[src/rtl/pipe_stage_skid_pkg.sv]
// Shared definitions for the pipeline-stage registers.
// Contents:
//   OCC_W       - width of the occupancy report (0..2 beats)
//   CTRL_W_DEF  - default width of the control field
//   control-field bit positions, agreed on by every stage
//   occ_count() - occupancy from the two entry-valid flags
package pipe_pkg;

  localparam int OCC_W      = 2;
  localparam int CTRL_W_DEF = 24;

  // Control-field layout
  localparam int REGWR       = 0;
  localparam int MEMRD       = 1;
  localparam int MEMWR       = 2;
  localparam int MEMTOREG_LO = 3;   // MEMTOREG[1:0] at [4:3]
  localparam int MEMTOREG_W  = 2;
  localparam int ALUCTRL_LO  = 5;   // ALUCTRL[4:0] at [9:5]
  localparam int ALUCTRL_W   = 5;
  localparam int PCSRC_LO    = 10;  // PCSRC[1:0] at [11:10]
  localparam int PCSRC_W     = 2;

  function automatic logic [OCC_W-1:0] occ_count(input logic m_v, input logic s_v);
    return {1'b0, m_v} + {1'b0, s_v};
  endfunction

endpackage

[src/rtl/pipe_stage_skid_sat_counter.sv]
// Saturating up-counter used for the stall performance counter.
// Ports:
//   clk  - clock, rising edge
//   rst  - synchronous reset, active high (clears count)
//   clr  - synchronous clear, beats inc
//   inc  - count one event this cycle
//   cnt  - current count, sticks at all-ones
module sat_counter #(
  parameter int W = 16
) (
  input  logic         clk,
  input  logic         rst,
  input  logic         clr,
  input  logic         inc,
  output logic [W-1:0] cnt
);

  function automatic logic [W-1:0] sat_inc(input logic [W-1:0] v);
    if (v == {W{1'b1}}) return v;
    return v + {{(W-1){1'b0}}, 1'b1};
  endfunction

  always_ff @(posedge clk) begin
    if (rst || clr) begin
      cnt <= '0;
    end else if (inc) begin
      cnt <= sat_inc(cnt);
    end
  end

endmodule

[src/rtl/pipe_stage_skid.sv]
// Generic pipeline-stage register with valid/ready handshake.
// SKID=1 adds a second (skid) entry so in_ready comes straight from a flop
// and never depends combinationally on out_ready; SKID=0 is a single
// register whose in_ready looks through to out_ready.
// Ports:
//   clk, rst               - clock and synchronous active-high reset
//   in_valid/in_ready      - upstream handshake, in_data/in_ctrl payload
//   flush                  - drop every held beat and any beat offered now
//   out_valid/out_ready    - downstream handshake
//   out_data/out_ctrl      - head entry; out_ctrl reads 0 on a bubble
//   occupancy              - held beats (0..2)
//   cnt_clr/stall_cnt      - stall counter clear / value
module pipe_stage_skid
  import pipe_pkg::*;
#(
  parameter int DATA_W = 96,
  parameter int CTRL_W = CTRL_W_DEF,
  parameter int SKID   = 1,
  parameter int CNT_W  = 16
) (
  input  logic              clk,
  input  logic              rst,
  input  logic              in_valid,
  output logic              in_ready,
  input  logic [DATA_W-1:0] in_data,
  input  logic [CTRL_W-1:0] in_ctrl,
  input  logic              flush,
  output logic              out_valid,
  input  logic              out_ready,
  output logic [DATA_W-1:0] out_data,
  output logic [CTRL_W-1:0] out_ctrl,
  output logic [OCC_W-1:0]  occupancy,
  input  logic              cnt_clr,
  output logic [CNT_W-1:0]  stall_cnt
);

  logic              m_valid;
  logic [DATA_W-1:0] m_data;
  logic [CTRL_W-1:0] m_ctrl;
  logic              s_valid;
  logic [DATA_W-1:0] s_data;
  logic [CTRL_W-1:0] s_ctrl;

  logic in_fire;
  logic out_fire;

  always_comb begin
    if (SKID != 0) in_ready = !s_valid;
    else           in_ready = !m_valid || out_ready;
  end

  assign in_fire   = in_valid && in_ready;
  assign out_fire  = m_valid && out_ready;
  assign out_valid = m_valid;
  assign out_data  = m_data;
  assign out_ctrl  = m_valid ? m_ctrl : '0;
  assign occupancy = occ_count(m_valid, s_valid);

  // Entry update: reset, then flush, then the handshake moves.
  // The skid entry only ever fills while the main entry is full and
  // stalled, so s_valid always implies m_valid.
  always_ff @(posedge clk) begin
    if (rst) begin
      m_valid <= 1'b0;
      m_data  <= '0;
      m_ctrl  <= '0;
      s_valid <= 1'b0;
      s_data  <= '0;
      s_ctrl  <= '0;
    end else if (flush) begin
      m_valid <= 1'b0;
      s_valid <= 1'b0;
    end else if (!m_valid) begin
      if (in_fire) begin
        m_valid <= 1'b1;
        m_data  <= in_data;
        m_ctrl  <= in_ctrl;
      end
    end else if (out_fire) begin
      if (s_valid) begin
        // in_ready is low here, so nothing new can arrive this cycle
        m_data  <= s_data;
        m_ctrl  <= s_ctrl;
        s_valid <= 1'b0;
      end else if (in_fire) begin
        m_data  <= in_data;
        m_ctrl  <= in_ctrl;
      end else begin
        m_valid <= 1'b0;
      end
    end else if (in_fire && (SKID != 0)) begin
      s_valid <= 1'b1;
      s_data  <= in_data;
      s_ctrl  <= in_ctrl;
    end
  end

  sat_counter #(
    .W (CNT_W)
  ) u_stall_cnt (
    .clk (clk),
    .rst (rst),
    .clr (cnt_clr),
    .inc (m_valid && !out_ready),
    .cnt (stall_cnt)
  );

endmodule

[config.mk]
export PLATFORM = sky130hd
export DESIGN_NAME = pipe_stage_skid
export DESIGN_NICKNAME = d
export VERILOG_FILES = /design/src/rtl/pipe_stage_skid_pkg.sv /design/src/rtl/pipe_stage_skid_sat_counter.sv /design/src/rtl/pipe_stage_skid.sv
export SDC_FILE = /design/constraint.sdc
export NUM_CORES = 1
export LEC_CHECK = 0
export ABC_AREA = 0
export CAP_MARGIN = 20
export CELL_PAD_IN_SITES_DETAIL_PLACEMENT = 0
export CELL_PAD_IN_SITES_GLOBAL_PLACEMENT = 2
export CORE_UTILIZATION = 28
export CTS_CLUSTER_DIAMETER = 80
export CTS_CLUSTER_SIZE = 8
export DETAILED_ROUTE_END_ITERATION = 8
export PLACE_DENSITY_LB_ADDON = 0.1
export RECOVER_POWER = 25
export SETUP_SLACK_MARGIN = 0.4
export SKIP_LAST_GASP = 1
export SLEW_MARGIN = 10
export SYNTH_ARGS = -nofsm -noshare
export SYNTH_HDL_FRONTEND = slang
export SYNTH_SLANG_ARGS = --single-unit
[constraint.sdc]
create_clock -name clk -period 3 [get_ports clk]
set_input_delay 0.9 -clock clk [delete_from_list [all_inputs] [get_ports clk]]
set_output_delay 0.9 -clock clk [all_outputs]
set_load 0.03 [all_outputs]
==> results of run 1 <==
[power groups by stage]
stage / clock network (W) / registers (W) / logic [W]
6_report: 0.00380 / 0.00363 / 0.00105
3_5_place_dp: 0 / 0.00370 / 0.00107
5_1_grt: 0.00405 / 0.00364 / 0.00113
2_1_floorplan: 0 / 0.00386 / 0.000353
4_1_cts: 0.00393 / 0.00363 / 0.00107
3_3_place_gp: 0 / 0.00369 / 0.00107
[state kept, by name, indices dropped and copies added (netlist names)]
signal / count
s_valid: 1
u_stall_cnt.cnt: 16
out_valid: 1
m_ctrl: 24
out_data: 96
s_ctrl: 24
s_data: 96
[final timing paths]
check / from / to / depth (start not counted)
hold reg to reg: s_data[1] / s_data[1] / 2
setup / recovery: out_ready / s_data[42] / 8
setup reg to reg: u_stall_cnt.cnt[0] / u_stall_cnt.cnt[14] / 5
hold / removal: s_data[1] / s_data[1] / 2
[critical path, cell delays in order]
cell and delay, ns:
dlygate4sd3_1 0.60, nand2b_1 0.18, clkbuf_1 0.23, nor3_2 0.37
clkbuf_1 0.26, buf_12 0.24, nand2_1 0.08, a21oi_1 0.12
[cell families (layout without fill, tap and decap cells)]
logic type,count (synthesis),in the layout,share of synthesized area [%]
muxes,1,1,0.1009
AOI/OAI and AO/OA,390,390,24.68
DFF,258,258,52.08
buffers and inverters,119,337,4.731
and+or+nand+nor,439,439,18.17
adders and majority gates,2,2,0.2523
[layer usage]
layer  vias to the layer above  global-route usage (%)
li1                       4687                       -
met1                      4388                   24.50
met2                       225                   28.48
met3                        50                   6.018
met4                         4                   4.369
met5                         -                       0
[area by class of cell]
type | count | share of cell area [%]
clock buffers | 39 | 6.945
well taps | 455 | 4.051
multi-input cells | 832 | 30.72
clock inverters | 3 | 0.2938
inverters | 6 | 0.1603
repair buffers | 289 | 21.07
flip-flops and latches | 258 | 36.76
[cell usage in the layout (no fill, tap or decap), types with 2 or more instances in the layout]
cell type        count
clkbuf_2             7
or2_2                3
o41ai_1              3
ha_1                 2
nand2_1            248
inv_1                6
buf_4                5
nor3_1               6
or4_1                4
clkbuf_16           39
dfxtp_1            257
buf_12              16
a211oi_1           122
clkdlybuf4s15_1     10
and2_1              24
o31ai_1              3
clkbuf_1             6
nand2b_1             2
nor2_1             127
clkinv_8             2
a21oi_1            130
nand3_1              3
dlygate4sd3_1        2
o22ai_1            120
clkdlybuf4s50_1    231
or3_1                6
nand4_1              4
o21ai_0              6
o311ai_0             2
nor4_1               4
dlygate4sd2_1       10
[per-stage QoR]
stage	hold WS, ns	instances
6_report	0.4528	1882
5_1_grt	0.4659	1882
4_1_cts	0.4536	1882
3_5_place_dp	0.4466	1840
3_3_place_gp	0.4411	1840
2_1_floorplan	0.4364	1209
[Yosys cell counts (all sizes together), types with 6 or more instances]
cell type	n
a21oi	130
or3	7
and2	24
a211oi	122
nand2	249
dfxtp	258
o22ai	120
o21ai	6
buf	13
nor2	128
inv	6
clkbuf	100
nor3	7
[what timing repair did]
| action | in CTS | in global routing |
|---|---|---|
| hold buffers | 0 | 0 |
| setup endpoints to repair | 28 | 21 |
| resized for setup | 32 | 26 |
| cloned | 0 | 0 |
==> results.sh, run 1 <==
export IMPL_status="finished, final reports clean"
export IMPL_portBuffers=265
export IMPL_start_kind="input pin"
export IMPL_drc=0
export IMPL_fin_crit_sh_pct=85.48
export IMPL_tightestPinTransition_ns=0.6811
export IMPL_die_w_um=190.2
export IMPL_async_flop_share_pct=0
export IMPL_synth_edf_count=0
export IMPL_clock_sinks=258
export IMPL_dpl_instance_area_um2=13120
export IMPL_n_antenna_cell=0
export IMPL_drv_cap=0
export IMPL_antenna_found_initial=2
export IMPL_regToRegSetupSlack_ns=0.94
export IMPL_clk_insertion_delay_late_ns=0.51
export IMPL_final_area_um2=14050
export IMPL_nFillCells=3608
export IMPL_power_leakage_nw=4.739
export IMPL_fin_nets=1553
export IMPL_skew_ns=0.009483
export IMPL_clockRootBuffer="clkbuf_16"
export IMPL_ys_seq_area_share_pct=52.08
export IMPL_dr_pass1_iters=5
export IMPL_synthTopCellsByArea="dfxtp_1 52%, nand2_1 9.4%, a211oi_1 9.2%"
export IMPL_p_switching_w=0.002168
export IMPL_power_switching_share_pct=25.56
export IMPL_fin_crit_ns=2.564
export IMPL_syn_area_per_cell_um2=8.204
export IMPL_wirelength_um=34220
export IMPL_grt_overflow_total=0
export IMPL_min_path_type="reg -> reg"
export IMPL_synth_seq_cells=258
export IMPL_fin_tns_setup_ns=0
export IMPL_vias=9354
export IMPL_ant_nets=0
export IMPL_htree_levels=2
export IMPL_routedWlPerCell_um=18.18
export IMPL_rsz0062_at_grt="no"
export IMPL_cp_data_required_time_ns=3.43
export IMPL_regArea_um2=5166
export IMPL_yosys_area_top_type="dfxtp_1"
export IMPL_io_pin_count=266
export IMPL_drt_met1_wl_um=15540
export IMPL_crit_type="in -> reg"
export IMPL_worstPathMaxFanout=35
export IMPL_start_util_pct=28.57
export IMPL_cts_buffers=38
export IMPL_syn_nets=1337
export IMPL_fmax_mhz=390.0
export IMPL_ys_warnings_count=0
export IMPL_fp_row_count=68
export IMPL_cts_clk_slew_worst_paths_ns=0.05
export IMPL_setup_violations=0
export IMPL_postCtsSetupRepairBufs=0
export IMPL_clockPowerShare_pct=44.8
export IMPL_power_density_nw_per_um2=603.7
export IMPL_max_slew_margin_rel_pct=54.24
export IMPL_tritoncts="done"
export IMPL_endpoint_kind="register"
export IMPL_drt_initial_drc_count=429
export IMPL_met3WireLength_um=2715
export IMPL_drive_above_1_share_pct=5.746
export IMPL_die_y_um=190.2
export IMPL_top_layer="met5"
export IMPL_place_congestion=0.7318
export IMPL_route_met2_wl_um=15420
export IMPL_grt_pass1_wl_um=52470
export IMPL_pwr_share_seq_pct=42.8
export IMPL_syn_instance_count=1209
export IMPL_vdd_drop_max_mv=0.4195
export IMPL_power_w=0.008483
export IMPL_drv_slew=0
export IMPL_intPower_w=0.006315
export IMPL_cp_arrival_ns=2.99
export IMPL_areaGrowthSynthToFinish_pct=41.68
export IMPL_synth_cell_type_count=32
export IMPL_multiInputGateArea_um2=4317
export IMPL_synth_top_cell_area_share_pct=52.08
export IMPL_syn_area_um2=9918
export IMPL_grt_pass1_vias=8920
export IMPL_hold_viol_final=0
export IMPL_clockBufferDepth=3
export IMPL_synth_flop_cell="dfxtp_1"
export IMPL_grt_max_degree=121
export IMPL_dieArea_um2=36180
export IMPL_grt_total_usage_pct=18.35
export IMPL_post_route_util_pct=40.48
export IMPL_dp_hpwl_um=19700
export IMPL_core_um2=34710
export IMPL_worst_slack_ns=0.4356
export IMPL_dp_slack_ns=0.1114
export IMPL_via_per_inst=4.970
export IMPL_power_frac_comb_pct=12.4
(Power assumes the default switching activity.)
==> run 2, diff against run 1 <==
Settings changed: SKIP_LAST_GASP 1 to default.
==> results of run 2 <==
No change in the layout: final DEF, timing and power equal those of run 1.
